===== src/rtl/pixel_write_arbiter.sv =====
// Selects one screen subsystem's pixel writes, maps (x,y) to a linear address and
// queues them for the frame buffer. Optional macro: PIXEL_TRANSPARENCY_EN (colour-key drop).
module pixel_write_arbiter #(
    parameter int         SCREEN_W    = 320,
    parameter int         SCREEN_H    = 240,
    parameter int         FIFO_DEPTH  = 16,
    parameter logic [7:0] TRANSPARENT = 8'hE3,
    parameter int         ADDR_W      = 17
) (
    input  logic              CLOCK_50,
    input  logic              RESET_N,
    input  logic [1:0]        SRC_SEL,
    input  logic [2:0]        SRC_WE,
    input  logic [23:0]       SRC_DOUT,
    input  logic [26:0]       SRC_X,
    input  logic [26:0]       SRC_Y,
    output logic [2:0]        STALL,
    output logic              FB_WE,
    output logic [ADDR_W-1:0] FB_ADDR,
    output logic [7:0]        FB_DATA,
    input  logic              FB_READY,
    output logic              IDLE,
    output logic [15:0]       DROP_COUNT,
    input  logic              CLEAR_DROPS
);

    localparam int          PTR_W = $clog2(FIFO_DEPTH);
    localparam int          CNT_W = PTR_W + 1;
    localparam logic [31:0] LP_W  = SCREEN_W;
    localparam logic [31:0] LP_H  = SCREEN_H;

    logic [PTR_W-1:0]    r_wr_ptr;
    logic [PTR_W-1:0]    r_rd_ptr;
    logic [CNT_W-1:0]    r_count;
    logic [ADDR_W+7:0]   r_mem [FIFO_DEPTH];

    logic                r_s1_valid;
    logic [8:0]          r_s1_x;
    logic [8:0]          r_s1_y;
    logic [7:0]          r_s1_col;
    logic [15:0]         r_drops;

    logic                w_thresh;
    logic                w_sel_we;
    logic [8:0]          w_sel_x;
    logic [8:0]          w_sel_y;
    logic [7:0]          w_sel_col;
    logic                w_accept;
    logic                w_oor;
    logic                w_key;
    logic                w_drop;
    logic                w_push;
    logic                w_pop;
    logic                w_empty;
    logic [ADDR_W-1:0]   w_addr;
    logic [ADDR_W+7:0]   w_head;

    // One slot stays free for the entry that may already sit in stage 1.
    assign w_thresh = (r_count >= CNT_W'(FIFO_DEPTH - 1));

    always_comb begin
        STALL     = '1;
        w_sel_we  = 1'b0;
        w_sel_x   = '0;
        w_sel_y   = '0;
        w_sel_col = '0;
        for (int unsigned i = 0; i < 3; i++) begin
            if (SRC_SEL == 2'(i)) begin
                STALL[i]  = w_thresh;
                w_sel_we  = SRC_WE[i];
                w_sel_x   = SRC_X[9*i +: 9];
                w_sel_y   = SRC_Y[9*i +: 9];
                w_sel_col = SRC_DOUT[8*i +: 8];
            end
        end
    end

    assign w_accept = w_sel_we & ~w_thresh;

    always_ff @(posedge CLOCK_50 or negedge RESET_N) begin
        if (!RESET_N) begin
            r_s1_valid <= 1'b0;
            r_s1_x     <= '0;
            r_s1_y     <= '0;
            r_s1_col   <= '0;
        end else begin
            r_s1_valid <= w_accept;
            if (w_accept) begin
                r_s1_x   <= w_sel_x;
                r_s1_y   <= w_sel_y;
                r_s1_col <= w_sel_col;
            end
        end
    end

    assign w_oor  = (32'(r_s1_x) >= LP_W) | (32'(r_s1_y) >= LP_H);
    assign w_addr = ADDR_W'(r_s1_y) * ADDR_W'(SCREEN_W) + ADDR_W'(r_s1_x);

`ifdef PIXEL_TRANSPARENCY_EN
    assign w_key = (r_s1_col == TRANSPARENT);
`else
    logic w_unused_key;
    assign w_unused_key = ^TRANSPARENT;
    assign w_key        = 1'b0;
`endif

    assign w_drop  = r_s1_valid & (w_oor | w_key);
    assign w_push  = r_s1_valid & ~w_oor & ~w_key;
    assign w_empty = (r_count == '0);
    assign w_pop   = ~w_empty & FB_READY;

    always_ff @(posedge CLOCK_50 or negedge RESET_N) begin
        if (!RESET_N) begin
            r_wr_ptr <= '0;
            r_rd_ptr <= '0;
            r_count  <= '0;
        end else begin
            if (w_push) r_wr_ptr <= r_wr_ptr + 1'b1;
            if (w_pop)  r_rd_ptr <= r_rd_ptr + 1'b1;
            case ({w_push, w_pop})
                2'b10:   r_count <= r_count + 1'b1;
                2'b01:   r_count <= r_count - 1'b1;
                default: r_count <= r_count;
            endcase
        end
    end

    always_ff @(posedge CLOCK_50) begin
        if (w_push) r_mem[r_wr_ptr] <= {w_addr, r_s1_col};
    end

    always_ff @(posedge CLOCK_50 or negedge RESET_N) begin
        if (!RESET_N) begin
            r_drops <= '0;
        end else if (CLEAR_DROPS) begin
            r_drops <= w_drop ? 16'd1 : 16'd0;
        end else if (w_drop && r_drops != 16'hFFFF) begin
            r_drops <= r_drops + 16'd1;
        end
    end

    // Outputs read zero while empty so stale memory never appears on the port.
    assign w_head     = r_mem[r_rd_ptr];
    assign FB_WE      = ~w_empty;
    assign FB_ADDR    = w_empty ? '0 : w_head[ADDR_W+7:8];
    assign FB_DATA    = w_empty ? '0 : w_head[7:0];
    assign IDLE       = w_empty & ~r_s1_valid;
    assign DROP_COUNT = r_drops;

endmodule


===== config.mk =====
export PLATFORM = sky130hd
export DESIGN_NAME = pixel_write_arbiter
export DESIGN_NICKNAME = d
export VERILOG_FILES = /design/src/rtl/pixel_write_arbiter.sv
export SDC_FILE = /design/constraint.sdc
export NUM_CORES = 1
export LEC_CHECK = 0
export ABC_AREA = 1
export BUFFER_PORTS_ARGS = -buffer_cell sky130_fd_sc_hd__clkbuf_2
export CAP_MARGIN = 10
export CORE_MARGIN = 8
export CORE_UTILIZATION = 26
export DETAILED_ROUTE_END_ITERATION = 8
export HOLD_SLACK_MARGIN = 0.06
export PLACE_DENSITY = 0.42
export SLEW_MARGIN = 5
export SYNTH_ARGS = -nofsm -noshare
export SYNTH_HDL_FRONTEND = slang
export SYNTH_SLANG_ARGS = --single-unit

===== constraint.sdc =====
create_clock -name CLOCK_50 -period 6.2 [get_ports CLOCK_50]
set_input_delay 0.62 -clock CLOCK_50 [delete_from_list [all_inputs] [get_ports CLOCK_50]]
set_output_delay 0.62 -clock CLOCK_50 [all_outputs]
set_load 0.1 [all_outputs]

==> flow_summary_export.csv <==
group,metric,value,unit
timing,maxSlewHeadroom,0.223,
routing,vias,13800,
timing,min_period,4.24,ns
placement,placed_cell_area,0.0218,mm2
setup_path,path_max_fanout,103,
clocking,cts_sinks,456,
routing,route.layer.met1.wl,28200,um
die,die_area,0.0858,mm2
clocking,clk_latency,0.61,ns
routing,wl_met3,2880,um
clocking,cts_resized,0,
logic_synthesis,yosys_warnings,0,
routing,wl_met2,26400,um
setup_path,cp_num_buf_inv,3,
die,core_area,0.0759,mm2
setup_path,cp-start-kind,"flop",
routing,drc_errors,0,
run,drv_cap,0,
timing,report.final.slew_viol_count,0,
timing,max_freq,236,MHz
run_status,status,"complete, no violations",
final_layout,area_delta_synth_final,18.1,%
setup_path,crit_family,"buffers and inverters",
timing,worstMarginPinSlew,1.16,ns
timing,finalHoldViolCount,0,
logic_synthesis,ys_types,39,
routing,highest_layer,"met4",
power_and_ir_drop,p_per_area,576,mW/mm2
global_routing,grt_overflow_total,0,
setup_path,crit_required,5.58,ns
placement,gp_congestion,0.753,
logic_synthesis,ys_async_sr_fraction,0.123,
setup_path,worstPathCellList,"inv_8 > buf_4 > nand2_1 > nand3_1 > nand3_1 > a21oi_1 > o21a_1 > clkbuf_2",
final_layout,fin_area,0.0235,mm2
routing,totalWireLength,58500,um
logic_synthesis,avgSynthCellArea,11.0,um2
global_routing,grt_max_degree,203,
clocking,cts_tree,"done",
clocking,cts_setup_buffers,0,
routing,firstDrtPassIters,5,
timing,finalSetupViolations,0,
setup_path,critical_path_class,"flop to output pin",
power_and_ir_drop,power.leakage,8.89,nW
global_routing,grt_pass1_wl,87700,um
die,die_h,293,um
logic_synthesis,synthCells,1814,
die,boundaryPins,133,
final_layout,drive_above_1_share,0.146,
logic_synthesis,ys.flop_type,"edfxtp_1",
setup_path,critPathCaptureType,"output pin",
min_path,hold_class,"primary input to asynchronous set/reset pin",
logic_synthesis,yosysSeqAreaShare,0.673,
global_routing,grtUsageTotal,0.133,
final_layout,postLayoutCoreUtil,0.310,
timing,skew,0.0221,ns
clocking,clk_pin_slew,0.06,ns
setup_path,cp_slowest_stage_delay,0.65,ns
clocking,hold_buffers,0,
timing,fin_crit_sh,0.684,
clocking,clk_path_buf_depth,3,
final_layout,nNetsFinal,2050,
logic_synthesis,synth-seq-cells,456,
power_and_ir_drop,peakVddDrop,0.632,mV
setup_path,path_common_cell,"nand3_1",
logic_synthesis,synth_nets,1930,
die,initial_core_util,0.263,
final_layout,n_antenna_cell,0,
logic_synthesis,synth-edff-count,400,
die,rows,101,
placement,numPortBuffers,132,
setup_path,critPathSlowestCell,"buf_4",
clocking,cts_buffers,52,
routing,first_iter_violations,1017,
setup_path,worstPathArrival,3.62,ns
timing,setup_tns,0,ns
logic_synthesis,syn_area,0.0199,mm2
routing,viasPerCell,4.59,
global_routing,antenna_found_initial,2,
clocking,cts_max_level,2,
global_routing,grt_pass1_vias,13800,
die,die_w,293,um
placement,place_hpwl,33200,um
routing,antenna_left,0,
clocking,cts_root_buffer,"clkbuf_16",
timing,rsz0062_at_grt,"false",
routing,avgRoutedWirePerCell,19.4,um
[routing by layer]
layer,GRT usage,vias to the layer above
met5,0,-
met4,0.0307,0
met2,0.207,362
met3,0.0235,70
li1,-,6608
met1,0.190,6763
[worst paths after layout]
check / slack, ns / cells after the start / endpoint / startpoint
min in group CLOCK_50: 0.29 / 3 / r_s1_y[6]$_DFFE_PN0P_ / SRC_Y[15]
hold / removal: 0.17 / 2 / DROP_COUNT[14]$_DFFE_PN0P_ / RESET_N
setup / recovery: 1.96 / 8 / FB_ADDR[5] / r_rd_ptr[0]$_DFFE_PN0P_
max in group asynchronous: 5.42 / 2 / r_rd_ptr[1]$_DFFE_PN0P_ / RESET_N
setup reg to reg: 2.95 / 17 / r_count[4]$_DFFE_PN0P_ / r_count[0]$_DFFE_PN0P_
hold reg to reg: 0.53 / 2 / r_s1_x[6]$_DFFE_PN0P_ / r_s1_x[6]$_DFFE_PN0P_
[cell usage in the layout, fill, tap and decap left out, types with 6 or more instances in the layout]
cell type  Yosys  routed
o21ai_0       10      10
clkbuf_16      0      53
ha_1          27      27
xor2_1        18      17
nand2_1      544     544
clkinv_2       0       7
inv_1         60      58
dfrtp_1       56      53
buf_4          0      30
a221oi_1      15      15
a22o_1        11      11
nand2_2        8       8
bufinv_16      0       6
nor2_1        67      51
a21oi_1       64      64
nand3_1      336     336
clkbuf_2       0     131
clkbuf_1      25      12
edfxtp_1     400     400
nor2_4         0      16
o21ai_2        6       6
clkinv_1       2      15
nand4_1       14      14
o21a_1        25      25
o21ai_1       24      24
[registers in the layout (all words and copies together), names as in the netlist]
register,flops
r_s1_valid,1
r_rd_ptr,4
r_wr_ptr,4
r_count,5
r_s1_y,9
r_mem,400
r_s1_col,8
r_s1_x,9
DROP_COUNT,16
[metrics by stage]
stage / power, mW / setup slack (ns) / std cells / hold slack (ns)
final: 13.6 / 1.96 / 3007 / 0.174
after detailed placement: 10.6 / 2.55 / 2909 / 0.515
after CTS: 13.7 / 1.87 / 3006 / 0.184
after floorplan: 8.72 / 2.76 / 1814 / 0.324
after global routing: 14.3 / 1.73 / 3007 / 0.227
after global placement: 10.6 / 2.57 / 2909 / 0.516
[where the power goes]
part / total [mW] / switching [mW] / internal (mW)
clock network: 3.08 / 1.26 / 1.82
logic: 5.72 / 4.45 / 1.26
registers: 4.76 / 0.418 / 4.34
total: 13.6 / 6.13 / 7.42
[final cells by class]
cell class | instances | area [um2]
fill | 7745 | 52400
clock buffer | 65 | 1370
sequential | 456 | 13400
tap | 1030 | 1290
timing repair buffer | 164 | 917
clock inverter | 32 | 343
inverter | 65 | 258
multi-input combinational | 1195 | 5940
[cell families (layout without fill, tap and decap cells)]
kind of cell / after synthesis / in the layout / synth area share
compound gates: 161 / 161 / 0.0504
xor+xnor: 22 / 22 / 0.00966
fa+ha+maj: 29 / 29 / 0.0189
buf+inv: 163 / 326 / 0.0361
flops: 456 / 456 / 0.673
simple gates: 983 / 983 / 0.212
[cell usage after synthesis, types with 3 or more instances]
library cell / count / share of area
inv_1: 60 / 0.011
o21a_1: 25 / 0.0094
nand2_2: 8 / 0.0025
dfrtp_1: 56 / 0.070
o21ai_2: 6 / 0.0026
nand4_1: 14 / 0.0044
o21ai_1: 24 / 0.0060
buf_2: 57 / 0.014
a21oi_1: 64 / 0.016
a221oi_1: 15 / 0.0066
xnor2_1: 4 / 0.0018
nor2_2: 3 / 0.00094
nand3_1: 336 / 0.084
buf_1: 14 / 0.0026
o21ai_0: 10 / 0.0025
ha_1: 27 / 0.017
nand3_2: 3 / 0.0015
xor2_1: 18 / 0.0079
nand2_1: 544 / 0.10
nor2_1: 67 / 0.013
clkbuf_1: 25 / 0.0047
a22o_1: 11 / 0.0048
edfxtp_1: 400 / 0.60
Note: power is estimated with default switching activity, not from simulation.
